===== config.mk =====
export PLATFORM = sky130hd
export DESIGN_NAME = ps2_kbd_ctrl
export DESIGN_NICKNAME = d
export VERILOG_FILES = /design/src/rtl/ps2_kbd_ctrl.sv
export SDC_FILE = /design/constraint.sdc
export NUM_CORES = 1
export LEC_CHECK = 0
export BUFFER_PORTS_ARGS = -buffer_cell sky130_fd_sc_hd__buf_2
export CAP_MARGIN = 10
export CORE_UTILIZATION = 25
export DETAILED_ROUTE_END_ITERATION = 12
export GPL_TIMING_DRIVEN = 1
export PLACE_DENSITY = 0.49
export SYNTH_ARGS = -nofsm -noshare
export SYNTH_HDL_FRONTEND = slang
export SYNTH_SLANG_ARGS = --single-unit

===== constraint.sdc =====
create_clock -name clk -period 3.2 [get_ports clk]
set_clock_uncertainty 0.2 [all_clocks]
set_input_delay 0.64 -clock clk [delete_from_list [all_inputs] [get_ports clk]]
set_output_delay 0.64 -clock clk [all_outputs]
set_load 0.02 [all_outputs]

===== src/rtl/ps2_kbd_ctrl.sv =====
// Host-side PS/2 keyboard receiver: sync + glitch filter, frame FSM, scancode FIFO.
// Optional break-code folding (F0 prefix -> key_release flag) under PS2_BREAK_DECODE_EN.
module ps2_kbd_ctrl #(
    parameter int unsigned FIFO_DEPTH = 4,
    parameter int unsigned FILT_LEN   = 4,
    parameter int unsigned TIMEOUT    = 5000
) (
    input  logic       clk,
    input  logic       rst,
    input  logic       sel,
    input  logic       ps2_clk,
    input  logic       ps2_data,
    output logic [8:0] data_out,
    output logic       parity_err,
    output logic       overflow
`ifdef PS2_BREAK_DECODE_EN
    ,
    output logic       key_release
`endif
);

    localparam int unsigned AW = $clog2(FIFO_DEPTH);
    localparam int unsigned CW = AW + 1;
    localparam int unsigned FW = $clog2(FILT_LEN);
    localparam int unsigned WW = $clog2(TIMEOUT + 1);
`ifdef PS2_BREAK_DECODE_EN
    localparam int unsigned EW = 9;
`else
    localparam int unsigned EW = 8;
`endif

    typedef enum logic [1:0] {StIdle, StData, StParity, StStop} state_e;

    logic          clk_s1_q, clk_s2_q, dat_s1_q, dat_s2_q;
    logic          filt_q, filt_d, filt_prev_q;
    logic [FW-1:0] fcnt_q, fcnt_d;
    state_e        state_q, state_d;
    logic [2:0]    bitcnt_q, bitcnt_d;
    logic [7:0]    shreg_q, shreg_d;
    logic          par_q, par_d;
    logic [WW-1:0] wd_q, wd_d;
    logic          push_q, push_d;
    logic [EW-1:0] push_data_q, push_data_d;
    logic          perr_q, perr_d;
    logic          ovf_q, ovf_d;
    logic          brk_q, brk_d;
    logic [EW-1:0] mem_q [FIFO_DEPTH];
    logic [EW-1:0] mem_d [FIFO_DEPTH];
    logic [AW-1:0] wr_ptr_q, wr_ptr_d, rd_ptr_q, rd_ptr_d;
    logic [CW-1:0] cnt_q, cnt_d;

    logic fall, frame_ok, pop, full, wr;

    assign fall     = filt_prev_q & ~filt_q;
    assign frame_ok = dat_s2_q & (^shreg_q ^ par_q);

    // Filtered clock flips only after FILT_LEN consecutive disagreeing samples.
    always_comb begin
        filt_d = filt_q;
        fcnt_d = '0;
        if (clk_s2_q != filt_q) begin
            if (fcnt_q == FW'(FILT_LEN - 1)) begin
                filt_d = ~filt_q;
            end else begin
                fcnt_d = fcnt_q + FW'(1);
            end
        end
    end

    always_comb begin
        state_d     = state_q;
        bitcnt_d    = bitcnt_q;
        shreg_d     = shreg_q;
        par_d       = par_q;
        wd_d        = wd_q;
        push_d      = 1'b0;
        push_data_d = push_data_q;
        perr_d      = 1'b0;
        brk_d       = brk_q;
        if (fall) begin
            wd_d = '0;
            case (state_q)
                StIdle: begin
                    if (!dat_s2_q) begin
                        state_d  = StData;
                        bitcnt_d = 3'd0;
                    end
                end
                StData: begin
                    shreg_d = {dat_s2_q, shreg_q[7:1]};
                    if (bitcnt_q == 3'd7) begin
                        state_d = StParity;
                    end else begin
                        bitcnt_d = bitcnt_q + 3'd1;
                    end
                end
                StParity: begin
                    par_d   = dat_s2_q;
                    state_d = StStop;
                end
                StStop: begin
                    state_d = StIdle;
                    if (frame_ok) begin
`ifdef PS2_BREAK_DECODE_EN
                        if (shreg_q == 8'hF0) begin
                            brk_d = 1'b1;
                        end else begin
                            push_d      = 1'b1;
                            push_data_d = {brk_q, shreg_q};
                            brk_d       = 1'b0;
                        end
`else
                        push_d      = 1'b1;
                        push_data_d = shreg_q;
`endif
                    end else begin
                        perr_d = 1'b1;
                        brk_d  = 1'b0;
                    end
                end
                default: state_d = StIdle;
            endcase
        end else if (state_q != StIdle) begin
            if (wd_q == WW'(TIMEOUT - 1)) begin
                state_d = StIdle;
                wd_d    = '0;
                brk_d   = 1'b0;
            end else begin
                wd_d = wd_q + WW'(1);
            end
        end
    end

    // A pop in the same cycle frees the slot, so a push into a full FIFO still lands.
    always_comb begin
        pop      = sel & (cnt_q != '0);
        full     = (cnt_q == CW'(FIFO_DEPTH));
        wr       = push_q & (~full | pop);
        mem_d    = mem_q;
        wr_ptr_d = wr_ptr_q;
        rd_ptr_d = rd_ptr_q;
        if (wr) begin
            mem_d[wr_ptr_q] = push_data_q;
            wr_ptr_d        = wr_ptr_q + AW'(1);
        end
        if (pop) begin
            rd_ptr_d = rd_ptr_q + AW'(1);
        end
        cnt_d = cnt_q + CW'(wr) - CW'(pop);
        if (pop) begin
            ovf_d = 1'b0;
        end else if (push_q && full) begin
            ovf_d = 1'b1;
        end else begin
            ovf_d = ovf_q;
        end
    end

    always_ff @(posedge clk) begin
        if (!rst) begin
            clk_s1_q    <= 1'b1;
            clk_s2_q    <= 1'b1;
            dat_s1_q    <= 1'b1;
            dat_s2_q    <= 1'b1;
            filt_q      <= 1'b1;
            filt_prev_q <= 1'b1;
            fcnt_q      <= '0;
            state_q     <= StIdle;
            bitcnt_q    <= 3'd0;
            shreg_q     <= 8'h00;
            par_q       <= 1'b0;
            wd_q        <= '0;
            push_q      <= 1'b0;
            push_data_q <= '0;
            perr_q      <= 1'b0;
            ovf_q       <= 1'b0;
            brk_q       <= 1'b0;
            wr_ptr_q    <= '0;
            rd_ptr_q    <= '0;
            cnt_q       <= '0;
            for (int i = 0; i < int'(FIFO_DEPTH); i++) begin
                mem_q[i] <= '0;
            end
        end else begin
            clk_s1_q    <= ps2_clk;
            clk_s2_q    <= clk_s1_q;
            dat_s1_q    <= ps2_data;
            dat_s2_q    <= dat_s1_q;
            filt_q      <= filt_d;
            filt_prev_q <= filt_q;
            fcnt_q      <= fcnt_d;
            state_q     <= state_d;
            bitcnt_q    <= bitcnt_d;
            shreg_q     <= shreg_d;
            par_q       <= par_d;
            wd_q        <= wd_d;
            push_q      <= push_d;
            push_data_q <= push_data_d;
            perr_q      <= perr_d;
            ovf_q       <= ovf_d;
            brk_q       <= brk_d;
            wr_ptr_q    <= wr_ptr_d;
            rd_ptr_q    <= rd_ptr_d;
            cnt_q       <= cnt_d;
            mem_q       <= mem_d;
        end
    end

    assign data_out   = (cnt_q != '0) ? {1'b1, mem_q[rd_ptr_q][7:0]} : 9'h000;
    assign parity_err = perr_q;
    assign overflow   = ovf_q;
`ifdef PS2_BREAK_DECODE_EN
    assign key_release = (cnt_q != '0) & mem_q[rd_ptr_q][8];
`endif

endmodule


==> results by group <==
Logic synthesis
  – Ys Warns: 0
  – Yosys top cell area share: 44.8%
  – Post-synth EDFFs: 0
  – Cell taking the most area after synthesis: dfxtp_1
  – Post-Synthesis Net Count: 397
  – Mean Syn Cell Area: 10.1 um^2
  – Distinct cells, synth: 47
  – Main synth FF type: dfxtp_1
  – Dominant cells by area after synthesis: dfxtp_1 (45%), mux2i_1 (12%), nor2_1 (6.3%), mux4_2 (4.7%), ha_1 (4.6%)
  – Syn Std Cell Area: ~3800 um^2
  – Asr flop ratio synth: 0%
  – Seq/Total Area, Yosys: 44.8%
  – Post-Syn Instances: 377
  – Register bit total from synthesis: 85

Layout
  – Final Util: between 20% and 30%
  – Fin nets: 413
  – Ant diodes: 0
  – Sequential cell area: 1700 um^2
  – Fillers: 1541
  – Final instance area: 4370 um^2
  – Area of the multi-input gates: 1950 um^2
  – Area grow syn2layout: 14.9%
  – Share of cells above drive strength 1: a little over an eighth

Clocking
  – Setup Fix Bufs, Post-CTS: 0
  – Cts repair resizes: 0
  – CTS tree: built
  – # hold bufs at CTS: 0
  – H-tree depth: 3
  – Root Buffer: clkbuf_16
  – CTS buffer count: 9
  – Clock Sinks: 85
  – Reg clk slew, reported paths: 70 ps
  – Worst-skew pair later-pin latency: 340 ps
  – Clk buf depth: 2

Pwr
  – Seq pwr share: 47.3%
  – Net Sw Power: 606 uW
  – Combinational share of power: 9.0%
  – Switching Fraction: 26.2%
  – Total power: 2320 uW
  – Leak: 0.00199 uW
  – Cell-internal power: 1710 uW
  – Worst VDD drop: 0.240 mV
  – Cell Pwr Density: 531 nW/um^2
  – Clock power frac: 43.6%

Timing
  – Setup tns final: 0 ps
  – Max frequency: 0.368 GHz
  – RSZ-0062 raised after global routing: false
  – Post-route minimum period: 2720 ps
  – Least-Margin Pin Slew: 935 ps
  – Rel. slew slack: 37.6%
  – Part of the cycle the worst path needs: 84.9%
  – Final slew viol count: 0
  – Final hold vios: 0
  – # setup viols final: 0

Die
  – Core Region: 14700 um^2
  – Num ports: 16
  – Initial core utilization: 25.8%
  – Die area: 15700 um^2
  – Die Wd: ~130 um
  – Row cnt: 44
  – Die Y: 125 um

Detailed routing
  – WL/cell: 12.1 um
  – 1st-iter DRT viols: 109
  – DR DRC count: 0
  – Post-DRT Antenna Nets: 0
  – Vias per cell: 4.38
  – Via Count: ~2500
  – Drt first pass iters: 6
  – Final WL: 7.04 mm

Worst setup path
  – Worst-case reg-to-reg path depth: 10
  – Crit path launch: cnt_q[1]
  – CP endpoint: cnt_q[2]
  – Launching point of the worst reg2reg path: cnt_q[1]
  – Worst R2R Setup Slack: approximately 480 ps
  – Worst Path Max Fanout: 4
  – Setup crit start kind: flop
  – Worst Path Arrival: 2710 ps
  – Setup CP Type: flop to flop
  – CP required: between 3000 and 4000 ps
  – RR Endpoint: cnt_q[2]
  – CP Capture Type: flop

Outcome
  – Status: finished, final reports clean

Placed design
  – PortBufs: 15
  – Placed Area: between 4000 and 5000 um^2
  – Detailed placement HPWL: ~4.9 mm
  – RD Place Congestion: around 0.70

Global routing
  – Vias in the first global route: 2556
  – Total gr overflow: 0
  – Largest net degree at the start of global routing: 55
  – Global-route wire length before repair: 12.3 mm
  – Gr usage total: 9.87%
  – Initial antenna violation count: 0

Run
  – Max-capacitance violation count: 0

Hold path
  – Hold Crit Class: flop to flop
[cells in the final DEF (no fill, tap or decap), types with 3 or more instances in the layout]
master | netlist | layout
a21oi_1 | 3 | 3
clkbuf_16 | 0 | 9
xor2_1 | 9 | 9
buf_2 | 2 | 15
mux2i_1 | 46 | 46
nand2_1 | 23 | 23
mux4_2 | 8 | 8
nand4_1 | 5 | 5
nor2b_1 | 4 | 4
buf_4 | 0 | 4
nand3_1 | 3 | 3
nand3_2 | 4 | 4
xnor2_1 | 13 | 13
nor3_1 | 5 | 5
dfxtp_1 | 85 | 85
inv_1 | 21 | 21
a22oi_1 | 10 | 10
ha_1 | 14 | 14
nor2_1 | 64 | 64
and2_1 | 11 | 11
nand2b_1 | 8 | 8
[flip-flops by register name, summed over array words and instances, names as in the netlist, 3 cells and up]
| signal | cells |
|---|---|
| mem_q | 32 |
| wd_q | 13 |
| push_data_q | 8 |
| shreg_q | 8 |
| bitcnt_q | 3 |
| cnt_q | 3 |
[area by class of cell]
| class | count | share of cell area [%] |
|---|---|---|
| inverter | 22 | 1.89 |
| tap | 184 | 5.27 |
| timing repair buffer | 19 | 2.41 |
| multi-input combinational | 256 | 44.7 |
| clock buffer | 9 | 5.16 |
| sequential | 85 | 39.0 |
| clock inverter | 7 | 1.58 |
[per-layer routing]
layer  share of wire [%]  routed length, um  GRT usage (%)
met1                  49               3440           11.9
met2                  46               3230           16.0
met3                 3.1                218           3.21
met4                 2.2                157           4.30
met5                   0                  0              0
[synthesized netlist by cell type, drive strengths merged, types with 3 or more instances]
cell and n:
inv 22, a22oi 10, nand2b 8, nand3 7, buf 4, nor2 64
xor2 9, mux4 8, clkbuf 10, a21oi 3, mux2i 48, nand2 24
ha 14, nor3 5, and2 11, nand4 5, nor2b 4, dfxtp 85
xnor2 13
[how the worst min path moves through the flow]
stage | start | endpoint | slack (ps) | cells past startpoint
2_1_floorplan | clk_s1_q | clk_s2_q | 190 | 1
6_report | clk_s1_q | clk_s2_q | 210 | 1
4_1_cts | clk_s1_q | clk_s2_q | 210 | 1
3_3_place_gp | clk_s1_q | clk_s2_q | 200 | 1
5_1_grt | clk_s1_q | clk_s2_q | 230 | 1
3_5_place_dp | clk_s1_q | clk_s2_q | 190 | 1
[cells by family after synthesis]
logic type	count (synthesis)	synth area share, %
buffers and inverters	36	3.82
flip-flops	85	44.8
adder cells (fa/ha/maj)	15	5.14
AND/OR/NAND/NOR	142	18.5
multiplexers	56	17.8
XOR/XNOR	24	6.29
AO/OA/AOI/OAI	19	3.62
[power groups by stage]
| stage | registers (uW) | logic (uW) | clock network, uW |
|---|---|---|---|
| 2_1_floorplan | 1110 | 167 | 0 |
| 3_3_place_gp | 1120 | 208 | 0 |
| 6_report | 1100 | 209 | 1010 |
| 3_5_place_dp | 1120 | 215 | 0 |
| 4_1_cts | 1100 | 215 | 1040 |
| 5_1_grt | 1100 | 238 | 1090 |
[per-stage QoR]
| step | hold WS (ps) | worst slack [ps] | std cells |
|---|---|---|---|
| after global routing | 226 | 309 | 582 |
| after floorplan | 186 | 206 | 377 |
| after detailed placement | 192 | 119 | 566 |
| final | 206 | 484 | 582 |
| after CTS | 209 | 469 | 582 |
| after global placement | 196 | 202 | 566 |
[worst max-delay path, stage by stage (launching register included)]
cell	delay (ps)
dfxtp_1	350
or4b_2	710
nand2_1	130
ha_1	230
inv_1	50
ha_1	130
inv_1	50
fa_1	380
xor2_1	180
xnor2_1	130
nor2_1	50
No activity file was read; power rests on OpenSTA's default activity.
